[src/rtl/warp_scheduler.sv]
// warp_scheduler: owns per-warp state and PC, and round-robin arbitrates the
// single shared ALU/LSU/register-file execution path between the warps.
module warp_scheduler #(
    parameter int WARPS_PER_CORE   = 4,
    parameter int THREADS_PER_WARP = 32,
    parameter int PC_WIDTH         = 12,
    localparam int NW_W  = $clog2(WARPS_PER_CORE + 1),
    localparam int IDX_W = (WARPS_PER_CORE > 1) ? $clog2(WARPS_PER_CORE) : 1
) (
    input  logic                               clk,
    input  logic                               reset,
    input  logic                               start,
    input  logic [NW_W-1:0]                    num_warps,
    input  logic [WARPS_PER_CORE-1:0]          fetch_done,
    input  logic [WARPS_PER_CORE-1:0]          decoded_mem,
    input  logic [WARPS_PER_CORE-1:0]          decoded_halt,
    input  logic                               lsu_done,
    input  logic                               branch_taken,
    input  logic [PC_WIDTH-1:0]                branch_target,
    output logic [3*WARPS_PER_CORE-1:0]        warp_state,
    output logic [PC_WIDTH*WARPS_PER_CORE-1:0] pc,
    output logic [IDX_W-1:0]                   current_warp,
    output logic                               current_valid,
    output logic                               done
);

    localparam int unsigned NWARP = WARPS_PER_CORE;

    if (WARPS_PER_CORE < 1 || THREADS_PER_WARP < 1) begin : g_param_check
        $error("warp_scheduler: WARPS_PER_CORE and THREADS_PER_WARP must be >= 1");
    end

    typedef enum logic [2:0] {
        S_IDLE    = 3'd0,
        S_FETCH   = 3'd1,
        S_DECODE  = 3'd2,
        S_REQUEST = 3'd3,
        S_WAIT    = 3'd4,
        S_EXECUTE = 3'd5,
        S_UPDATE  = 3'd6,
        S_DONE    = 3'd7
    } warp_state_t;

    warp_state_t         state_q [NWARP];
    warp_state_t         state_d [NWARP];
    logic [PC_WIDTH-1:0] pc_q    [NWARP];
    logic [PC_WIDTH-1:0] pc_d    [NWARP];
    logic [IDX_W-1:0]    cur_q, cur_d;
    logic [IDX_W-1:0]    rr_q, rr_d;
    logic                valid_q, valid_d;
    logic                launched_q, launched_d;
    logic                done_q, done_d;

    logic                all_quiet;
    logic                start_ok;
    logic                path_free;
    logic                grant_valid;
    logic [IDX_W-1:0]    grant_idx;
    logic [IDX_W-1:0]    scan_idx;

    // State register: every warp, the path owner and the round-robin pointer.
    always_ff @(posedge clk or posedge reset) begin
        if (reset) begin
            for (int unsigned i = 0; i < NWARP; i++) begin
                state_q[i] <= S_IDLE;
                pc_q[i]    <= '0;
            end
            cur_q      <= '0;
            rr_q       <= IDX_W'(NWARP - 1);
            valid_q    <= 1'b0;
            launched_q <= 1'b0;
            done_q     <= 1'b0;
        end else begin
            state_q    <= state_d;
            pc_q       <= pc_d;
            cur_q      <= cur_d;
            rr_q       <= rr_d;
            valid_q    <= valid_d;
            launched_q <= launched_d;
            done_q     <= done_d;
        end
    end

    // Next state: launch, per-warp progression, path arbitration and completion.
    always_comb begin
        state_d     = state_q;
        pc_d        = pc_q;
        cur_d       = cur_q;
        rr_d        = rr_q;
        valid_d     = valid_q;
        launched_d  = launched_q;
        done_d      = done_q;
        grant_valid = 1'b0;
        grant_idx   = '0;
        scan_idx    = '0;

        all_quiet = 1'b1;
        for (int unsigned i = 0; i < NWARP; i++) begin
            if (state_q[i] != S_IDLE && state_q[i] != S_DONE) all_quiet = 1'b0;
        end
        start_ok  = start && all_quiet;
        path_free = !valid_q || (state_q[cur_q] == S_UPDATE);

        // First requester after the last grant wins; the releasing owner is in
        // UPDATE, never REQUEST, so it cannot win its own handoff.
        if (path_free) begin
            for (int unsigned k = 1; k <= NWARP; k++) begin
                scan_idx = IDX_W'((32'(rr_q) + k) % NWARP);
                if (!grant_valid && state_q[scan_idx] == S_REQUEST) begin
                    grant_valid = 1'b1;
                    grant_idx   = scan_idx;
                end
            end
        end

        if (start_ok) begin
            for (int unsigned i = 0; i < NWARP; i++) begin
                state_d[i] = (i < 32'(num_warps)) ? S_FETCH : S_DONE;
                pc_d[i]    = '0;
            end
            launched_d = 1'b1;
            done_d     = 1'b0;
        end else begin
            for (int unsigned i = 0; i < NWARP; i++) begin
                unique case (state_q[i])
                    S_FETCH:   if (fetch_done[i]) state_d[i] = S_DECODE;
                    S_DECODE:  state_d[i] = S_REQUEST;
                    S_REQUEST: if (grant_valid && grant_idx == IDX_W'(i)) state_d[i] = S_WAIT;
                    S_WAIT:    if (!decoded_mem[i] || lsu_done) state_d[i] = S_EXECUTE;
                    S_EXECUTE: state_d[i] = S_UPDATE;
                    S_UPDATE: begin
                        pc_d[i]    = branch_taken ? branch_target : pc_q[i] + 1'b1;
                        state_d[i] = decoded_halt[i] ? S_DONE : S_FETCH;
                    end
                    default: ;
                endcase
            end

            if (grant_valid) begin
                cur_d   = grant_idx;
                rr_d    = grant_idx;
                valid_d = 1'b1;
            end else if (valid_q && state_q[cur_q] == S_UPDATE) begin
                valid_d = 1'b0;
            end

            if (launched_q && all_quiet) done_d = 1'b1;
        end
    end

    // Flatten per-warp registers onto the packed output buses.
    always_comb begin
        warp_state = '0;
        pc         = '0;
        for (int unsigned i = 0; i < NWARP; i++) begin
            warp_state[3*i +: 3]             = state_q[i];
            pc[PC_WIDTH*i +: PC_WIDTH]       = pc_q[i];
        end
    end

    assign current_warp  = cur_q;
    assign current_valid = valid_q;
    assign done          = done_q;

endmodule

[config.mk]
export PLATFORM = sky130hd
export DESIGN_NAME = warp_scheduler
export DESIGN_NICKNAME = d
export VERILOG_FILES = /design/src/rtl/warp_scheduler.sv
export SDC_FILE = /design/constraint.sdc
export NUM_CORES = 1
export LEC_CHECK = 0
export ABC_AREA = 1
export BUFFER_PORTS_ARGS = -buffer_cell sky130_fd_sc_hd__clkbuf_2
export CAP_MARGIN = 5
export CORE_UTILIZATION = 25
export DETAILED_ROUTE_END_ITERATION = 7
export PLACE_DENSITY = 0.51
export SLEW_MARGIN = 20
export SYNTH_ARGS = -nofsm -noshare
export SYNTH_HDL_FRONTEND = slang
export SYNTH_SLANG_ARGS = --single-unit
[constraint.sdc]
create_clock -name clk -period 2.65 [get_ports clk]
set_input_delay 0 -clock clk [delete_from_list [all_inputs] [get_ports clk]]
set_output_delay 0 -clock clk [all_outputs]
set_load 0.005 [all_outputs]
==> results.md <==
* Status: complete, but fails checks
* Failing checks: design-rule violations
* Max_slew headroom at between 60% and 70%
* CP required at ~2.9 ns
* Gate Count Post-Synth at ~670
* Die area at 0.01922 mm2
* Post-Synth XOR/XNOR Area at under 10%
* H-Tree Depth at 3
* Std cell rows at 49
* Pin count of the biggest net entering global routing at between 40 and 50
* PortBufs at 95
* Final Non-Filler Cells at 999
* Number of global-route vias before repair at ~4,400
* EDFF count, synth at 0
* Setup ws final at 0.3507 ns
* FMAX at between 0.4 and 0.5 GHz
* Router iterations before antenna repair at 7
* Total core area at ~0.018 mm2
* GR peak layer: met2
* Die Y at ~140 um
* M2 GR Usage at around a quarter
* Met1 Use GR at approximately 22%
* Gp weighted congestion at around 0.84
* Ports at 96
* Clk_skew at 0.01057 ns
* Slew Limit Fails at 0
* Number of distinct library cells after synthesis at 45
* Post-synthesis mux area share at 0%
* Number of diodes at 0
* CTS buffer count at 9
* Clock sink total at between 60 and 70
* Post-synthesis simple-gate area fraction at 33.58%
* Flops & latches, synth at 67
* Maximum vdd drop at ~0.0004 V
* Multi-input logic area at 0.002486 mm2
* # DRC at 4
* DRT iter0 DRCs at between 300 and 400
* Synth area leader: dfrtp_1
* Mapped cell area at around 0.0047 mm2
* CP Capture Type: flip-flop
* Setup crit start kind: flip-flop
* FILL cells at approximately 2,000
* Critical setup path kind: reg2reg
* Synth warn at 0
* Clock Latency Late Sink at 0.33 ns
* Area Growth Syn to Fin at 21.84%
* Place WS at approximately 0.35 ns
* P_leak at slightly below 3 nW
* Final Hold Violating Endpoints at 0
* Avg Cell Area, Syn at about 6.9 um2
* Final setup violation count at 0
* Main synth FF type: dfrtp_1
* Top post-synthesis cells by area: dfrtp_1 35%, nand2_1 14%, nand3_1 7.4%
* Sequential share of the synthesized area at ~36%
* RSZ-0062 raised after global routing: no
* CTS root buffer: clkbuf_16
* Avg WL per Cell at 15.01 um
* Final antenna-violating net count at 0
* Slew at the pin with the worst max-slew slack at 0.5198 ns
* CTS tree: built
* Syn_nets at 710
* Post-route clock period utilization at slightly below 90%
* Post_cts resized at 0
* Seq. cell area at between 0.0015 and 0.002 mm2
* DP Wirelength at ~11,000 um
* Critical Path AT at between 2 and 3 ns
* PwrDens at roughly 1200 mW/mm2
* Setup TNS Final at 0 ns
* Fraction of layout cells with a size suffix above 1 at about a fifth
* Adder-Cell Fraction of Synth Area at roughly 1.1%
* Core Util, Final at 31.34%
* Clk slew on worst S/H paths at 0.05 ns
* Total Routing Usage GR at approximately 16%
* Initial antenna violation count at 0
* Detailed Route WL at 14,990 um
* Crit-path max FO at 21
* Synth top area share at 34.84%
* Crit path time final at 2.299 ns
* Min-Delay Path Class: in2reg
* Final #Nets at about 800
* Post-synth ARST share at 100.0%
* DIE WIDTH at 138.7 um
* Vias at about 4,600
* Met3 usage at a little under 3%
* Largest family of logic cells by synthesized area: simple AND/OR/NAND/NOR gates
* Congestion Overflow GR at 0
* Starting Density at between 20% and 30%
* Placed cells at 982
* MaxCap Viol Count at 0
* Hold-fix buffers, CTS at 2
* Global-route wire length before repair at ~24,000 um
* Via density at ~4.6
* Total setup buffers inserted after CTS at 0
* Synth Area in Compound Gates at between 10% and 20%
* Clk buf depth at 2
flip-flops by register name, summed over array words and instances, names as in the netlist:
signal,flops
current_valid,1
current_warp,2
done,1
launched_q,1
pc,48
rr_q,2
warp_state,12
cells in the mapped netlist (5+ instances only):
| cell type | number |
|---|---|
| nand2_1 | 175 |
| inv_1 | 84 |
| nand3_1 | 69 |
| dfrtp_1 | 65 |
| o21ai_0 | 58 |
| nor2_1 | 53 |
| a21oi_1 | 25 |
| o22ai_1 | 19 |
| nand2_2 | 14 |
| xor2_1 | 14 |
| a31oi_1 | 9 |
| clkbuf_1 | 9 |
| nand4_1 | 6 |
| nor3_1 | 6 |
| buf_2 | 5 |
| buf_4 | 5 |
| nand3_2 | 5 |
stage by stage:
step / instance area, um2 / power (mW) / hold slack (ns)
3_3_place_gp: 5374 / 5.754 / 0.05402
5_1_grt: 5688 / 7.562 / 0.09629
2_1_floorplan: 4668 / 4.620 / 0.2330
4_1_cts: 5688 / 6.971 / 0.05609
6_report: 5688 / 6.915 / 0.07564
3_5_place_dp: 5374 / 5.732 / 0.06069
where the power goes:
| group | leakage (nW) | internal [mW] | switching (mW) |
|---|---|---|---|
| combinational | 1.99 | 1.37 | 2.17 |
| sequential | 0.842 | 1.51 | 0.662 |
| clock | 0.142 | 0.749 | 0.452 |
| total | 2.97 | 3.63 | 3.28 |
critical path: stages, from the launching register on:
cell	delay, ns
dfrtp_1	0.52
nor2_1	0.20
nor2_1	0.11
nor4_4	0.32
nand3_2	0.30
buf_12	0.26
nand3_1	0.07
nand3_1	0.08
inv_1	0.12
nand2_2	0.08
nand2_1	0.06
nand2_1	0.06
cell usage in the layout (no fill, tap or decap), drive strengths merged:
master / instances
o31ai: 1
inv: 88
o22ai: 19
a211oi: 1
a31oi: 9
nand4: 6
a32oi: 1
nor3: 6
clkinv: 3
clkbuf: 106
dfrtp: 65
o21bai: 3
xor2: 14
nand3: 74
nor4: 3
bufinv: 1
o221ai: 1
dfstp: 2
o21ai: 62
nand2: 193
a31o: 1
clkinvlp: 1
nor2: 58
ha: 4
a21oi: 26
dlygate4sd3: 2
o21a: 1
a21boi: 2
xnor2: 2
or2: 3
buf: 9
nand3b: 3
final timing paths:
check                                          start                        end  slack, ns  cells after the start
max                        warp_state[7]$_DFFE_PP0P_  warp_state[0]$_DFFE_PP0P_       0.35                     11
max in group asynchronous                      reset        rr_q[0]$_DFFE_PP1P_       1.73                      4
min                                  decoded_halt[2]  warp_state[8]$_DFFE_PP0P_       0.08                      5
min in group asynchronous                      reset  warp_state[5]$_DFFE_PP0P_       0.24                      3
min reg2reg                   launched_q$_DFFE_PP0P_     launched_q$_DFFE_PP0P_       0.46                      2
max reg2reg                warp_state[7]$_DFFE_PP0P_  warp_state[0]$_DFFE_PP0P_       0.35                     11
metal layers:
layer | routed length, um | vias to the layer above
met1 | 7188 | 2146
li1 | - | 2387
met4 | 190 | 0
met5 | 0 | -
met2 | 6894 | 83
met3 | 717 | 11
cell type report:
class | count | share of cell area [%]
repair buffers | 106 | 10.56
clock buffers | 11 | 4.267
well taps | 229 | 5.037
clock inverters | 4 | 0.9019
multi-input cells | 493 | 43.71
flip-flops and latches | 67 | 29.52
inverters | 89 | 6.005
logic make-up after synthesis:
logic type,after synthesis
adders and majority gates,4
xor gates and xnor gates,16
and+or+nand+nor,346
buffers and inverters,114
AOI/OAI and AO/OA,127
DFF,67
Power figures use the tool's default switching activity.
